`config.mk`:
```
export PLATFORM = sky130hd
export DESIGN_NAME = jesd204_tx_lane_seq
export DESIGN_NICKNAME = d
export VERILOG_FILES = /design/src/rtl/jesd204_tx_pkg.sv /design/src/rtl/jesd204_tx_sync_monitor.sv /design/src/rtl/jesd204_tx_lane_seq.sv
export SDC_FILE = /design/constraint.sdc
export NUM_CORES = 1
export LEC_CHECK = 0
export ABC_AREA = 1
export CORE_MARGIN = 2
export CORE_UTILIZATION = 30
export CTS_CLUSTER_DIAMETER = 100
export CTS_CLUSTER_SIZE = 25
export DETAILED_ROUTE_END_ITERATION = 7
export PLACE_DENSITY = 0.64
export SYNTH_ARGS = -nofsm -noshare
export SYNTH_HDL_FRONTEND = slang
export SYNTH_HIERARCHICAL = 1
export SYNTH_SLANG_ARGS = --single-unit
```
`constraint.sdc`:
```
create_clock -name clk -period 3.4 [get_ports clk]
set_clock_uncertainty 0.05 [all_clocks]
set_input_delay 0.68 -clock clk [delete_from_list [all_inputs] [get_ports clk]]
set_output_delay 0.68 -clock clk [all_outputs]
set_load 0.05 [all_outputs]
```
`src/rtl/jesd204_tx_pkg.sv`:
```
// Shared constants and state encoding for the JESD204B transmit lane sequencer.
package jesd204_tx_pkg;

  localparam logic [7:0] K_CHAR = 8'hBC;  // K28.5
  localparam logic [7:0] R_CHAR = 8'h1C;  // K28.0
  localparam logic [7:0] A_CHAR = 8'h7C;  // K28.3
  localparam logic [7:0] Q_CHAR = 8'h9C;  // K28.4

  typedef enum logic [1:0] {
    ST_CGS  = 2'd0,
    ST_ILAS = 2'd1,
    ST_DATA = 2'd2
  } tx_state_e;

endpackage

```
`src/rtl/jesd204_tx_sync_monitor.sv`:
```
// SYNC~ watchdog: long low runs request a resync, short low pulses are counted as errors.
module jesd204_tx_sync_monitor #(
  parameter int SYNC_ERR_CYCLES = 4
) (
  input  logic       clk,
  input  logic       reset,
  input  logic       enable,
  input  logic       sync,
  output logic       resync,
  output logic [7:0] err_count
);

  localparam logic [7:0] LOW_LAST = 8'(SYNC_ERR_CYCLES - 1);

  logic [7:0] low_cnt;

  // Fires in the cycle that completes the run, so the FSM leaves on this edge.
  assign resync = enable && !sync && (low_cnt == LOW_LAST);

  always_ff @(posedge clk) begin
    if (reset) begin
      low_cnt   <= '0;
      err_count <= '0;
    end else if (!enable || resync) begin
      low_cnt <= '0;
    end else if (!sync) begin
      low_cnt <= low_cnt + 8'd1;
    end else begin
      if (low_cnt != '0 && err_count != 8'hFF)
        err_count <= err_count + 8'd1;
      low_cnt <= '0;
    end
  end

endmodule

```
`src/rtl/jesd204_tx_lane_seq.sv`:
```
// Per-lane JESD204B TX link-layer sequencer: CGS /K/ stream, 4-multiframe ILAS, then user data.
//
//   state   | meaning
//   --------+----------------------------------------------------------
//   ST_CGS  | sending /K/ until SYNC~ released on an LMFC edge
//   ST_ILAS | sending ILAS multiframes, counters free-running
//   ST_DATA | forwarding tx_data, SYNC~ monitor may force back to CGS
module jesd204_tx_lane_seq
  import jesd204_tx_pkg::*;
#(
  parameter int BEATS_PER_MF     = 8,
  parameter int ILAS_MULTIFRAMES = 4,
  parameter int SYNC_ERR_CYCLES  = 4
) (
  input  logic         clk,
  input  logic         reset,
  input  logic         sync,
  input  logic         lmfc_edge,
  input  logic [111:0] ilas_config,
  input  logic [31:0]  tx_data,
  output logic         tx_ready,
  output logic [31:0]  phy_data,
  output logic [3:0]   phy_charisk,
  output logic [1:0]   status_state,
  output logic [7:0]   err_count
);

  localparam int BW = $clog2(BEATS_PER_MF);
  localparam int MW = (ILAS_MULTIFRAMES > 2) ? $clog2(ILAS_MULTIFRAMES) : 1;
  localparam logic [BW-1:0] LAST_B = BW'(BEATS_PER_MF - 1);
  localparam logic [MW-1:0] LAST_M = MW'(ILAS_MULTIFRAMES - 1);
  localparam logic [MW-1:0] M_ONE  = MW'(1);

  tx_state_e     state;
  logic [BW-1:0] beat_cnt, next_b, sel_b;
  logic [MW-1:0] mf_cnt, next_m, sel_m;
  logic          resync;
  logic [7:0]    cfg [14];
  logic [7:0]    oct [4];
  logic [3:0]    ilas_k;
  logic [31:0]   ilas_data;

  jesd204_tx_sync_monitor #(
    .SYNC_ERR_CYCLES(SYNC_ERR_CYCLES)
  ) u_sync_monitor (
    .clk      (clk),
    .reset    (reset),
    .enable   (state != ST_CGS),
    .sync     (sync),
    .resync   (resync),
    .err_count(err_count)
  );

  assign status_state = state;
  assign next_b = (beat_cnt == LAST_B) ? '0 : beat_cnt + 1'b1;
  assign next_m = (beat_cnt == LAST_B) ? mf_cnt + 1'b1 : mf_cnt;
  // The ILAS word is always built for the beat about to be registered.
  assign sel_b = (state == ST_CGS) ? '0 : next_b;
  assign sel_m = (state == ST_CGS) ? '0 : next_m;

  always_comb begin
    for (int n = 0; n < 14; n++) cfg[n] = ilas_config[8*n +: 8];
  end

  always_comb begin
    for (int i = 0; i < 4; i++) begin
      oct[i]    = 8'(4 * int'(sel_b) + i);
      ilas_k[i] = 1'b0;
    end
    if (sel_m == M_ONE) begin
      if (sel_b == '0) begin
        oct[1]    = Q_CHAR;
        ilas_k[1] = 1'b1;
        oct[2]    = cfg[0];
        oct[3]    = cfg[1];
      end else if (sel_b <= BW'(3)) begin
        for (int i = 0; i < 4; i++) oct[i] = cfg[4'(4 * int'(sel_b) - 2 + i)];
      end
    end
    if (sel_b == '0) begin
      oct[0]    = R_CHAR;
      ilas_k[0] = 1'b1;
    end
    // /A/ closes every multiframe, even if it lands on a config beat.
    if (sel_b == LAST_B) begin
      oct[3]    = A_CHAR;
      ilas_k[3] = 1'b1;
    end
  end

  assign ilas_data = {oct[3], oct[2], oct[1], oct[0]};

  always_ff @(posedge clk) begin
    if (reset) begin
      state       <= ST_CGS;
      beat_cnt    <= '0;
      mf_cnt      <= '0;
      phy_data    <= {4{K_CHAR}};
      phy_charisk <= 4'hF;
      tx_ready    <= 1'b0;
    end else begin
      case (state)
        ST_CGS: begin
          beat_cnt <= '0;
          mf_cnt   <= '0;
          tx_ready <= 1'b0;
          if (sync && lmfc_edge) begin
            state       <= ST_ILAS;
            phy_data    <= ilas_data;
            phy_charisk <= ilas_k;
          end else begin
            phy_data    <= {4{K_CHAR}};
            phy_charisk <= 4'hF;
          end
        end
        ST_ILAS: begin
          if (resync) begin
            state       <= ST_CGS;
            beat_cnt    <= '0;
            mf_cnt      <= '0;
            phy_data    <= {4{K_CHAR}};
            phy_charisk <= 4'hF;
            tx_ready    <= 1'b0;
          end else if (beat_cnt == LAST_B && mf_cnt == LAST_M) begin
            state       <= ST_DATA;
            beat_cnt    <= '0;
            mf_cnt      <= '0;
            phy_data    <= tx_data;
            phy_charisk <= 4'h0;
            tx_ready    <= 1'b1;
          end else begin
            beat_cnt    <= next_b;
            mf_cnt      <= next_m;
            phy_data    <= ilas_data;
            phy_charisk <= ilas_k;
            // Ready goes up with the last ILAS beat so data follows with no gap.
            tx_ready    <= (next_b == LAST_B) && (next_m == LAST_M);
          end
        end
        ST_DATA: begin
          if (resync) begin
            state       <= ST_CGS;
            phy_data    <= {4{K_CHAR}};
            phy_charisk <= 4'hF;
            tx_ready    <= 1'b0;
          end else begin
            phy_data    <= tx_data;
            phy_charisk <= 4'h0;
            tx_ready    <= 1'b1;
          end
        end
        default: begin
          state       <= ST_CGS;
          phy_data    <= {4{K_CHAR}};
          phy_charisk <= 4'hF;
          tx_ready    <= 1'b0;
        end
      endcase
    end
  end

endmodule

```
Word level (Yosys, flattened, before mapping)
Index checks and enable logic that the tools add are counted.
{"block": "op_classes", "add_sub_neg": 11, "mul": 0, "div_mod_pow": 0, "magnitude_cmp": 5, "n_eq_ne": 13, "shifts": 0, "mux": 50, "bitwise": 5, "reduce_logical": 17}
{"op": "$mux W32", "count": 6}
{"op": "$bmux W8 S4", "count": 4}
{"op": "$pmux W32 S3", "count": 1}
{"op": "$mux W8", "count": 11}
{"op": "$mux W24", "count": 1}
{"op": "$ge A4 B5 Y1 const B", "count": 4}
{"op": "$add A8 B1 Y8 const B", "count": 2}
{"op": "$mux W2", "count": 8}
{"op": "$mux W4", "count": 4}
{"op": "$not A4 Y4", "count": 4}
{"op": "$add A5 B2 Y6 const B", "count": 2}
{"op": "$mux W3", "count": 4}
{"op": "$pmux W4 S3", "count": 1}
{"op": "$eq A3 B3 Y1 const B", "count": 3}
{"op": "$add A4 B3 Y4 const B", "count": 2}
{"op": "$eq A8 B2 Y1 const B", "count": 1}
{"op": "$ne A8 B8 Y1 const B", "count": 1}
{"op": "$reduce_bool A8 Y1", "count": 1}
{"op": "$add A5 B1 Y6 const B", "count": 1}
{"op": "$eq A2 B2 Y1 const B", "count": 3}
{"op": "$logic_and A1 B1 Y1", "count": 6}
{"op": "$mux W1", "count": 6}
{"op": "$pmux W2 S3", "count": 1}
{"op": "$pmux W3 S2", "count": 1}
{"op": "other kinds (18)", "count": 23}
{"block": "word_totals", "regBits": 60, "latchBits": 0, "ramBits": 0, "rom_bits": 0, "output_inout_bits": 47, "memories": 0}

Longest topological paths before layout
Gate-level depths: netlist of run 1.
{"block": "logic_depth", "depth_word": 16, "ltp_mapped": 20, "ltp_nobuf": 17}

Modules after synthesis
The synthesis of run 1 kept the hierarchy.
{"mod": "jesd204_tx_lane_seq", "n_inst": 1, "cells_per_inst": 622, "area_each_um2": 3504.6}
{"mod": "jesd204_tx_sync_monitor", "n_inst": 1, "cells_per_inst": 136, "area_each_um2": 944.7}

Worst setup path before layout of run 1
No wires, ideal clock.
{"block": "synth_path", "kind": "register to register", "start": "register state[0] (netlist: status_state[0])", "end": "register phy_data[5]", "setup_ns": 0.058, "t_arrival_ns": 2.843, "t_required_ns": 3.292, "setup_slack_ns": 0.449, "path_stages_with_launch": 17, "path_buffers": 4, "path_cell_list": "dfxtp_1 inv_1 ha_1 buf_2 inv_1 nand2_1 inv_2 buf_2 ha_1 clkbuf_1 clkbuf_1 o21ai_0 o21ai_0 nand3_1 o211ai_1 nand2_1 nand2_1"}
{"block": "synth_via", "elab_chain_len": 14, "elab_cells_between_ends": 25}
{"element": "from (decl)", "line_no": "jesd204_tx_lane_seq.sv:34", "rtl": "tx_state_e state;"}
{"element": "from (signal assigned)", "line_no": "jesd204_tx_lane_seq.sv:95", "rtl": "state <= ST_CGS;"}
{"element": "from (signal assigned)", "line_no": "jesd204_tx_lane_seq.sv:108", "rtl": "state <= ST_ILAS;"}
{"element": "from (signal assigned)", "line_no": "jesd204_tx_lane_seq.sv:118", "rtl": "state <= ST_CGS;"}
{"element": "$logic_not A2 Y1", "line_no": "jesd204_tx_lane_seq.sv:58, jesd204_tx_lane_seq.sv:59, jesd204_tx_lane_seq.sv:102"}
{"element": "$mux W3", "line_no": "jesd204_tx_lane_seq.sv:58", "rtl": "assign sel_b = (state == ST_CGS) ? '0 : next_b;"}
{"element": "$sub A4 B2 Y4", "line_no": "jesd204_tx_lane_seq.sv:77", "rtl": "for (int i = 0; i < 4; i++) oct[i] = cfg[4'(4 * int'(sel_b) - 2 + i)];"}
{"element": "$not A4 Y4 (implied by the code)", "line_no": "jesd204_tx_lane_seq.sv:77"}
{"element": "$bmux W8 S4", "line_no": "jesd204_tx_lane_seq.sv:77"}
{"element": "$mux W8 (implied by the code) (2 in series)", "line_no": "jesd204_tx_lane_seq.sv:77"}
{"element": "$mux W32", "line_no": "jesd204_tx_lane_seq.sv:76", "rtl": "end else if (sel_b <= BW'(3)) begin"}
{"element": "$mux W8", "line_no": "jesd204_tx_lane_seq.sv:71", "rtl": "if (sel_b == '0) begin"}
{"element": "$mux W32", "line_no": "jesd204_tx_lane_seq.sv:70", "rtl": "if (sel_m == M_ONE) begin"}
{"element": "$mux W8", "line_no": "jesd204_tx_lane_seq.sv:80", "rtl": "if (sel_b == '0) begin"}
{"element": "$mux W32", "line_no": "jesd204_tx_lane_seq.sv:124", "rtl": "end else if (beat_cnt == LAST_B && mf_cnt == LAST_M) begin"}
{"element": "$mux W32", "line_no": "jesd204_tx_lane_seq.sv:117", "rtl": "if (resync) begin"}
{"element": "$pmux W32 S3 (*)", "line_no": "jesd204_tx_lane_seq.sv:102", "rtl": "case (state)"}
{"element": "to (signal assigned)", "line_no": "jesd204_tx_lane_seq.sv:109", "rtl": "phy_data <= ilas_data;"}
{"element": "to (signal assigned)", "line_no": "jesd204_tx_lane_seq.sv:121", "rtl": "phy_data <= {4{K_CHAR}};"}
{"element": "to (signal assigned)", "line_no": "jesd204_tx_lane_seq.sv:128", "rtl": "phy_data <= tx_data;"}
{"element": "to (decl)", "line_no": "jesd204_tx_lane_seq.sv:22", "rtl": "output logic [31:0] phy_data,"}
Mark *: on every way between the ends. The rest lies on a longest branch, timed or not. The select of a mux whose other input is x is not followed.
A chain may end at the register's enable or synchronous reset.

Worst setup path after layout of run 1
{"block": "layout_path", "start": "register beat_cnt[0]", "end": "register phy_data[11]"}
{"block": "layout_via", "elab_chain_len": 15, "elab_cells_between_ends": 24}
{"element": "from (decl)", "line_no": "jesd204_tx_lane_seq.sv:35", "rtl": "logic [BW-1:0] beat_cnt, next_b, sel_b;"}
{"element": "from (signal assigned)", "line_no": "jesd204_tx_lane_seq.sv:132", "rtl": "beat_cnt <= next_b;"}
{"element": "$add A3 B1 Y3 or $eq A3 B3 Y1 (tied branches)", "line_no": "jesd204_tx_lane_seq.sv:55, jesd204_tx_lane_seq.sv:56, jesd204_tx_lane_seq.sv:124"}
{"element": "$mux W3", "line_no": "jesd204_tx_lane_seq.sv:55", "rtl": "assign next_b = (beat_cnt == LAST_B) ? '0 : beat_cnt + 1'b1;"}
{"element": "$mux W3", "line_no": "jesd204_tx_lane_seq.sv:58"}
{"element": "$sub A4 B2 Y4", "line_no": "jesd204_tx_lane_seq.sv:77"}
{"element": "$add A4 B2 Y4", "line_no": "jesd204_tx_lane_seq.sv:77"}
{"element": "$not A4 Y4 (implied by the code)", "line_no": "jesd204_tx_lane_seq.sv:77"}
{"element": "$bmux W8 S4", "line_no": "jesd204_tx_lane_seq.sv:77"}
{"element": "$mux W8 (implied by the code) (2 in series)", "line_no": "jesd204_tx_lane_seq.sv:77"}
{"element": "$mux W32", "line_no": "jesd204_tx_lane_seq.sv:76"}
{"element": "$mux W24", "line_no": "jesd204_tx_lane_seq.sv:71"}
{"element": "$mux W32", "line_no": "jesd204_tx_lane_seq.sv:70"}
{"element": "$mux W32", "line_no": "jesd204_tx_lane_seq.sv:124"}
{"element": "$mux W32", "line_no": "jesd204_tx_lane_seq.sv:117"}
{"element": "$pmux W32 S3 (*)", "line_no": "jesd204_tx_lane_seq.sv:102"}
Marked as above.

==> run_results.csv, run 1 <==
group,metric,value,unit
run_status,status,"completed",
timing,fmax,327,MHz
logic_synthesis,synth_common_cells,"nand2_1 (244), nor2_1 (102), inv_1 (75)",
drt,route.met2.wl,7.80,mm
power,pwr-share-comb,61.6,%
clocking,cts_resized,0,
grt,grt_antenna_before_repair,0,
floorplanning,die-area,15800,µm²
power,powerDensity,727,nW/µm²
drt,ant_nets,0,
worst_setup_path,cp-end-kind,"flop",
logic_synthesis,synth_nets,919,
hold_path,hold_end,"u_sync_monitor/low_cnt[0]$_SDFF_PP0_",
worst_setup_path,reg2regPathDepth,17,
floorplanning,die_w,126,µm
worst_setup_path,ff2ff_setup_slack,340,ps
worst_setup_path,crit_chain,"ha_1 > ha_1 > nor2_2 > nand2_1 > ha_1 > inv_1 > nor2_2 > inv_1 > nand2_1 > inv_1 > nand2_1 > nand2_1 > nand2_1 > nand2_1 > nand2_1 > nand2_1 > nand2_1",
floorplanning,num_rows,44,
finish,nNetsFinal,1108,
worst_setup_path,r2r-end,"phy_data[11]$_SDFF_PP1_",
timing,tightest_slew,807,ps
hold_path,hold_depth,1,
clocking,cts.sinks,60,
power,switching_share,49.8,%
logic_synthesis,synth-simple-area-share,43.3,%
clocking,cts_tree,"done",
drt,first_pass_iters,5,
clocking,holdBufCountCts,0,
clocking,cts_root_buf,"clkbuf_16",
logic_synthesis,yosys.area.top_type,"dfxtp_1",
power,p_int,2.52,mW
power,p_seq_share,18.1,%
logic_synthesis,synth_top_family_by_area,"simple AND/OR/NAND/NOR gates",
drt,vias,5514,
drt,highest_layer,"met4",
logic_synthesis,avgSynthCellArea,5.87,µm²
placement,io_buffers,194,
power,ir_drop,0.449,mV
clocking,cts_htree_levels,3,
logic_synthesis,synth.distinct_cells,37,
worst_setup_path,rr_startpoint,"beat_cnt[0]$_SDFFE_PP0P_",
logic_synthesis,synthAdderAreaFrac,3.66,%
finish,fin_area,6920,µm²
hold_path,hold_path.class,"flop to flop",
floorplanning,io-pin-count,195,
logic_synthesis,async_flop_share,0,%
timing,setup_ws,342,ps
worst_setup_path,crit_type,"flop to flop",
grt,grt_max_degree,46,
logic_synthesis,ys_ff_latch,60,
worst_setup_path,slowest_delay,650,ps
clocking,clk_path_buf_depth,2,
worst_setup_path,cp_slowest_cell,"nor2_2",
clocking,post_cts_buffers,0,
hold_path,holdCritStartpoint,"u_sync_monitor/low_cnt[0]$_SDFF_PP0_",
power,power,5.03,mW
power,leakage,3.08,nW
floorplanning,fp.dieH,126,µm
timing,fin_tns_setup,0,ps
timing,rsz0062_at_grt,"false",
placement,hpwl,13.7,mm
worst_setup_path,crit_path_frequent_cell,"nand2_1",
clocking,cts_inserted_buffers,9,
placement,gp_congestion,0.914,
grt,grt_pass1_vias,5189,
finish,syn2layout_area_growth,55.5,%
timing,setup_violations,0,
logic_synthesis,synth.most_common_cell,"nand2_1",
finish,drive_gt1_share,6.62,%
placement,pre_cts_slack,454,ps
power,power.switching,2.51,mW
power,p_clk_share,20.3,%
clocking,clkLatencyLatePin,330,ps
logic_synthesis,synthMuxAreaShare,0,%
logic_synthesis,synthesis.instances,758,
logic_synthesis,synth_xor_area_share,1.38,%
clocking,clkTransAtPathRegs,60,ps
logic_synthesis,netlist_area,4450,µm²
timing,timing.final.crit_share,89.9,%
drt,drc,0,
placement,placed_cell_area,6580,µm²
drt,wl_met1,7.99,mm
logic_synthesis,ys_top_cells_by_area,"dfxtp_1 (27%), nand2_1 (21%), nor2_1 (8.6%), nand3_1 (7.3%), inv_1 (6.3%)",
logic_synthesis,yosysTopAreaCellShare,27.0,%
floorplanning,core_area,14500,µm²
drt,drt_iter0_markers,480,
logic_synthesis,synth_edf_count,0,
timing,slew_violations,0,
grt,grt_first_pass_wirelength,27.5,mm
drt,drt-total-wl,17.5,mm
grt,track_usage,21.9,%
floorplanning,initial_utilization,30.6,%
drt,routedWlPerCell,15.4,µm
run,maxCapViolCount,0,
timing,slew_headroom,46.1,%
drt,viasPerCell,4.85,
logic_synthesis,synthFlopType,"dfxtp_1",
grt,gr-total-overflow,0,
timing,finalHoldViolCount,0,
worst_setup_path,start_kind,"flop",
logic_synthesis,yosysWarnings,6,
drt,wl_met3,1.46,mm
logic_synthesis,ys_seq_area_share,27.0,%
logic_synthesis,synth_compound_area_share,14.4,%
worst_setup_path,crit_arrival,3280,ps
finish,num_antenna_cells,0,
worst_setup_path,cp.required,3630,ps
timing,fin_crit,3060,ps
worst_setup_path,path_max_fanout,18,
power by group through the flow:
stage	sequential (mW)	combinational, mW	clock, mW
after detailed placement	0.928	3.06	0
after global routing	0.928	3.38	1.07
after global placement	0.925	3.07	0
after floorplan	1.39	1.55	0
after CTS	0.914	3.08	1.04
final	0.911	3.10	1.02
area by class of cell:
class	count	area, µm²
Clock buffer	12	267
Inverter	84	315
Clock inverter	4	70.1
Timing Repair Buffer	207	2040
Tap cell	184	230
Sequential cell	60	1200
Fill cell	1535	7610
Multi-Input combinational cell	585	2800
cell families after synthesis:
kind of cell    count (synthesis)
fa+ha+maj                      13
xor+xnor                        7
buf+inv                       113
flops                          60
compound gates                117
simple gates                  448
metal layers:
metal	GRT usage, %	vias up
met2	35.0	249
met3	4.80	21
li1	-	2795
met1	30.3	2449
met5	0	-
met4	4.91	0
how the worst max path moves through the flow:
stage / start / end / slack, ps / cells past startpoint
6_report: beat_cnt[0]$_SDFFE_PP0P_ / phy_data[11]$_SDFF_PP1_ / 340 / 17
5_1_grt: beat_cnt[0]$_SDFFE_PP0P_ / phy_data[11]$_SDFF_PP1_ / 10 / 17
4_1_cts: beat_cnt[0]$_SDFFE_PP0P_ / phy_data[11]$_SDFF_PP1_ / 430 / 17
3_5_place_dp: beat_cnt[0]$_SDFFE_PP0P_ / phy_data[11]$_SDFF_PP1_ / 450 / 17
3_3_place_gp: beat_cnt[0]$_SDFFE_PP0P_ / phy_data[11]$_SDFF_PP1_ / 600 / 17
2_1_floorplan: status_state[0]$_SDFFE_PP0P_ / phy_data[5]$_SDFF_PP1_ / 450 / 16
worst max-delay path: cells and delay by family, from the launching register on:
| family | cells | cell delay [ps] |
|---|---|---|
| DFF | 1 | 390 |
| and+or+nand+nor | 11 | 1370 |
| buffers and inverters | 3 | 440 |
| adders and majority gates | 3 | 750 |
metrics by stage:
step | instances | utilization (%) | hold WS, ps
detailed placement | 1120 | 45.3 | 402
floorplan | 758 | - | 380
global route | 1136 | 47.6 | 428
finish | 1136 | 47.6 | 407
global placement | 1120 | 45.3 | 392
CTS | 1136 | 47.6 | 413
sequential cells by signal, summed over array words and instances (netlist names):
register                  flops
phy_data                     32
u_sync_monitor/err_count      8
u_sync_monitor/low_cnt        8
phy_charisk                   4
beat_cnt                      3
mf_cnt                        2
status_state                  2
tx_ready                      1
placed cells by master (no fill, tap or decap), types with 7 or more instances in the layout:
master           count
buf_4               13
nor2_2               7
nand3_1             65
nor2_1             102
clkdlybuf4s50_1    194
ha_1                13
o22ai_1              7
clkbuf_16            9
a21oi_1             43
inv_2                8
inv_1               75
dfxtp_1             60
a22oi_1              8
o21ai_0             48
nand2_1            244
Power figures use the tool's default switching activity.
==> run 2, diff against run 1 <==
Settings changed: SETUP_SLACK_MARGIN set to 0.1.
==> run 2 against run 1 <==
  * Sequential cell count unchanged
  * Sequential share of layout area about the same
  * First-iteration DRC count up 0.63%
  * Hold slack about the same
  * Non-clock buffer count unchanged
  * Fmax up 10%
  * Design area about the same
  * Global-route usage unchanged
  * Combinational power about the same
  * Core utilization about the same
  * Register-to-register slack better by 280 ps
  * Critical endpoint is now phy_data[15]$_SDFF_PP1_
  * Wire length about the same
==> run_results.csv, run 2 (same netlist as run 1, synthesis figures left out) <==
group,metric,value,unit
hold_path,hold_path.class,"flop to flop",
placement,hpwl,13.7,mm
timing,finalHoldViolCount,0,
floorplanning,die_w,126,µm
finish,regMostFlops,"phy_data",
floorplanning,fp.dieH,126,µm
grt,grt_antenna_before_repair,0,
drt,drc,0,
grt,gr-total-overflow,0,
run_status,status,"completed",
floorplanning,io-pin-count,195,
finish,nNetsFinal,1108,
floorplanning,core_area,14500,µm²
placement,pre_cts_slack,454,ps
timing,setup_ws,625,ps
timing,whs,407,ps
timing,fin_tns_setup,0,ps
clocking,holdBufCountCts,0,
power,leakage,3.09,nW
drt,routedWlPerCell,15.4,µm
clocking,cts_root_buf,"clkbuf_16",
worst_setup_path,reg2regPathDepth,13,
worst_setup_path,cp.required,3610,ps
clocking,cts.sinks,60,
finish,drive_gt1_share,6.62,%
worst_setup_path,crit_arrival,2990,ps
drt,drt_iter0_markers,483,
clocking,clkLatencyLatePin,330,ps
clocking,clkTransAtPathRegs,50,ps
timing,setup_violations,0,
floorplanning,num_rows,44,
worst_setup_path,r2r-end,"phy_data[15]$_SDFF_PP1_",
finish,fin_util,47.6,%
grt,grt_pass1_vias,5189,
grt,grt_first_pass_wirelength,27.5,mm
finish,syn2layout_area_growth,55.7,%
floorplanning,initial_utilization,30.6,%
worst_setup_path,cp-end-kind,"flop",
drt,ant_nets,0,
placement,gp_congestion,0.914,
power,ir_drop,0.450,mV
clocking,clk_path_buf_depth,2,
timing,fmax,360,MHz
finish,largest_reg_flops,32,
finish,num_antenna_cells,0,
finish,final_cell_mix,"nand2_1 (244), clkdlybuf4s50_1 (194), nor2_1 (102), inv_1 (75), nand3_1 (65)",
floorplanning,die-area,15800,µm²
finish,final_common_cell,"nand2_1",
grt,grt_max_degree,46,
worst_setup_path,rr_startpoint,"beat_cnt[0]$_SDFFE_PP0P_",
drt,drt-total-wl,17.5,mm
run,maxCapViolCount,0,
power,powerDensity,727,nW/µm²
clocking,cts_htree_levels,3,
placement,io_buffers,194,
timing,slew_headroom,56.3,%
timing,rsz0062_at_grt,"false",
timing,fin_crit,2770,ps
worst_setup_path,crit_path_start,"beat_cnt[0]$_SDFFE_PP0P_",
timing,slew_violations,0,
worst_setup_path,endpoint,"phy_data[15]$_SDFF_PP1_",
clocking,cts_inserted_buffers,9,
drt,viasPerCell,4.86,
worst_setup_path,ff2ff_setup_slack,630,ps
worst_setup_path,start_kind,"flop",
worst_setup_path,crit_type,"flop to flop",
clocking,cts_tree,"done",
timing,timing.final.crit_share,81.6,%
drt,vias,5524,
worst_setup_path,path_max_fanout,18,
clocking,post_cts_buffers,0,
finish,reg_top3,"phy_data (32), u_sync_monitor/err_count (8), u_sync_monitor/low_cnt (8)",
drt,first_pass_iters,5,
timing,tightest_slew,655,ps
grt,track_usage,21.9,%
run 2: how the worst min path moves through the flow:
stage / startpoint / to / cells after the start
floorplan: u_sync_monitor/low_cnt[0]$_SDFF_PP0_ / u_sync_monitor/low_cnt[0]$_SDFF_PP0_ / 1
global placement: u_sync_monitor/low_cnt[0]$_SDFF_PP0_ / u_sync_monitor/low_cnt[0]$_SDFF_PP0_ / 1
detailed placement: u_sync_monitor/low_cnt[0]$_SDFF_PP0_ / u_sync_monitor/low_cnt[0]$_SDFF_PP0_ / 1
CTS: u_sync_monitor/low_cnt[0]$_SDFF_PP0_ / u_sync_monitor/low_cnt[0]$_SDFF_PP0_ / 1
global route: u_sync_monitor/low_cnt[0]$_SDFF_PP0_ / u_sync_monitor/low_cnt[0]$_SDFF_PP0_ / 1
finish: u_sync_monitor/low_cnt[0]$_SDFF_PP0_ / u_sync_monitor/low_cnt[0]$_SDFF_PP0_ / 1
run 2: where the power goes:
part / switching, mW / leakage (nW) / internal [mW]
Clock: 0.323 / 0.169 / 0.698
Sequential: 0.0620 / 0.491 / 0.849
Combinational: 2.12 / 2.43 / 0.981
Total: 2.51 / 3.09 / 2.53
run 2: per-stage QoR:
stage / cell area (µm²) / instances / total power, mW
floorplan: 4450 / 758 / 2.94
global placement: 6580 / 1120 / 3.99
detailed placement: 6580 / 1120 / 3.99
CTS: 6920 / 1136 / 5.03
global route: 6930 / 1136 / 5.39
finish: 6930 / 1136 / 5.04
run 2: cell type report:
cell class                      instances  area (µm²)
Tap cell                              184         230
Fill cell                            1535        7610
Inverter                               84         315
Clock inverter                          4        70.1
Clock buffer                           12         267
Timing Repair Buffer                  207        2040
Multi-Input combinational cell        585        2800
Sequential cell                        60        1200
run 2: layer usage:
layer | global-route usage, % | share of wire (%) | vias up
li1 | - | - | 2798
met5 | 0 | 0 | -
met1 | 30.3 | 45 | 2457
met2 | 35.0 | 44 | 248
met4 | 4.91 | 1.5 | 0
met3 | 4.80 | 8.7 | 21
run 2: worst max-delay path, cell delays in order, from the launching register on:
cell and delay [ps]:
dfxtp_1 390, ha_1 180, ha_1 290, nor2_2 70, nand2_1 140, inv_2 50, ha_1 330, buf_4 300
o21ai_0 210, o211ai_1 280, nand3_1 170, nand2_1 100, nand2_1 50, nand3_1 80
run 2: timing repair:
item                                    4_1_cts  5_1_grt
endpoints found under the hold margin         0        0
gates resized for setup                       0        1
endpoints found under the setup margin        0        2
==> run 3, diff against run 2 <==
Clock period 3.4 ns to 2.83 ns, I/O delays scaled along.
==> run 3 against run 2 <==
  * Sequential cell count stayed put
  * Design area is 0.38% higher
  * Fmax is 12% higher
  * Count of clock-buffer cells in the layout stayed put
  * Cell count is 0.62% higher
==> run_results.csv, run 3 (same netlist as run 1, synthesis figures left out) <==
group,metric,value,unit
run_status,status,"completed",
clocking,clkLatencyLatePin,330,ps
hold_path,hold_end,"u_sync_monitor/low_cnt[0]$_SDFF_PP0_",
hold_path,hold_path.class,"flop to flop",
grt,grt_first_pass_wirelength,27.7,mm
grt,gr-total-overflow,0,
finish,syn2layout_area_growth,56.2,%
grt,track_usage,22.0,%
drt,drt_iter0_markers,456,
clocking,cts_root_buf,"clkbuf_16",
floorplanning,fp.dieH,126,µm
drt,drc,0,
timing,fin_tns_setup,0,ps
placement,io_buffers,194,
clocking,cts.sinks,60,
finish,fin_util,47.8,%
worst_setup_path,crit_arrival,2660,ps
placement,hpwl,13.9,mm
clocking,cts_tree,"done",
finish,final_cell_count_no_fill,1143,
finish,drive_gt1_share,8.34,%
finish,largest_reg_flops,32,
drt,ant_nets,0,
worst_setup_path,cp.required,3000,ps
run,maxCapViolCount,0,
hold_path,holdCritStartpoint,"u_sync_monitor/low_cnt[0]$_SDFF_PP0_",
timing,fin_crit,2480,ps
timing,rsz0062_at_grt,"false",
timing,setup_ws,345,ps
power,ir_drop,0.633,mV
clocking,clk_path_buf_depth,2,
drt,drt-total-wl,17.5,mm
power,leakage,3.09,nW
finish,regMostFlops,"phy_data",
worst_setup_path,r2r-end,"phy_data[19]$_SDFF_PP1_",
clocking,cts_inserted_buffers,9,
floorplanning,die_w,126,µm
hold_path,hold_depth,1,
timing,slew_violations,0,
timing,finalHoldViolCount,0,
drt,first_pass_iters,5,
floorplanning,initial_utilization,30.6,%
timing,setup_violations,0,
finish,reg_top3,"phy_data (32), u_sync_monitor/err_count (8), u_sync_monitor/low_cnt (8)",
power,power,5.92,mW
finish,final_cell_mix,"nand2_1 (244), clkdlybuf4s50_1 (194), nor2_1 (100), inv_1 (73), nand3_1 (65)",
worst_setup_path,rr_startpoint,"status_state[0]$_SDFFE_PP0P_",
placement,pre_cts_slack,265,ps
timing,timing.final.crit_share,87.8,%
floorplanning,core_area,14500,µm²
floorplanning,io-pin-count,195,
clocking,cts_htree_levels,3,
floorplanning,num_rows,44,
finish,nNetsFinal,1115,
worst_setup_path,cp-end-kind,"flop",
worst_setup_path,start_kind,"flop",
finish,final_common_cell,"nand2_1",
grt,grt_pass1_vias,5305,
finish,num_antenna_cells,0,
grt,grt_antenna_before_repair,0,
floorplanning,die-area,15800,µm²
grt,grt_max_degree,46,
worst_setup_path,path_max_fanout,8,
drt,vias,5514,
timing,slew_headroom,62.3,%
timing,tightest_slew,564,ps
power,powerDensity,851,nW/µm²
drt,viasPerCell,4.82,
worst_setup_path,ff2ff_setup_slack,350,ps
timing,fmax,402,MHz
placement,gp_congestion,0.876,
placement,place_inst,1127,
worst_setup_path,reg2regPathDepth,17,
drt,routedWlPerCell,15.3,µm
clocking,clkTransAtPathRegs,50,ps
worst_setup_path,crit_type,"flop to flop",
## run 3: cell type report
type                            instances  area [µm²]
Sequential cell                        60        1200
Timing Repair Buffer                  214        2090
Clock buffer                           12         267
Multi-Input combinational cell        585        2820
Inverter                               84         315
Tap cell                              184         230
Clock inverter                          4        22.5
Fill cell                            1549        7580
## run 3: timing repair
| item | CTS | global route |
|---|---|---|
| hold buffers | 0 | 0 |
| setup buffers | 0 | 0 |
| endpoints found under the setup margin | 0 | 24 |
| resized for setup | 0 | 9 |
## run 3: metal layers
layer  part of all wire, %  wire, µm  track usage, %
met5                     0         0               0
met4                   2.2       384            6.40
met3                   7.0      1230            3.95
met2                    45      7960            35.9
met1                    45      7950            30.0
## run 3: report_power, final
part	switching [mW]	internal (mW)
registers	0.0755	1.02
clock network	0.392	0.659
logic	2.51	1.26
total	2.97	2.94
## run 3: worst max path at each step
stage	from	to	slack, ps
final	status_state[0]$_SDFFE_PP0P_	phy_data[19]$_SDFF_PP1_	350
after global routing	beat_cnt[0]$_SDFFE_PP0P_	phy_data[9]$_SDFF_PP0_	110
after CTS	beat_cnt[0]$_SDFFE_PP0P_	phy_data[9]$_SDFF_PP0_	250
after global placement	sync	phy_data[9]$_SDFF_PP0_	290
after detailed placement	beat_cnt[0]$_SDFFE_PP0P_	phy_data[9]$_SDFF_PP0_	260
after floorplan	status_state[0]$_SDFFE_PP0P_	phy_data[5]$_SDFF_PP1_	160
## run 3: worst max-delay path, stage by stage (launching register included)
cell     delay [ps]
dfxtp_2         370
inv_1            70
ha_1            270
buf_4           180
nor2_2          170
inv_1            80
ha_1            250
inv_1           140
nor2_2           70
buf_4           180
a21oi_1         120
nand2_1          90
nand2_1          70
nand2_1          60
nand2_1          50
nand2_1          40
nand2_1          50
nand2_1          40
## run 3: metrics by stage
step                area [µm²]  hold slack, ps
CTS                       6930             414
detailed placement        6640             401
finish                    6950             410
global route              6950             447
global placement          6640             395
floorplan                 4450             380
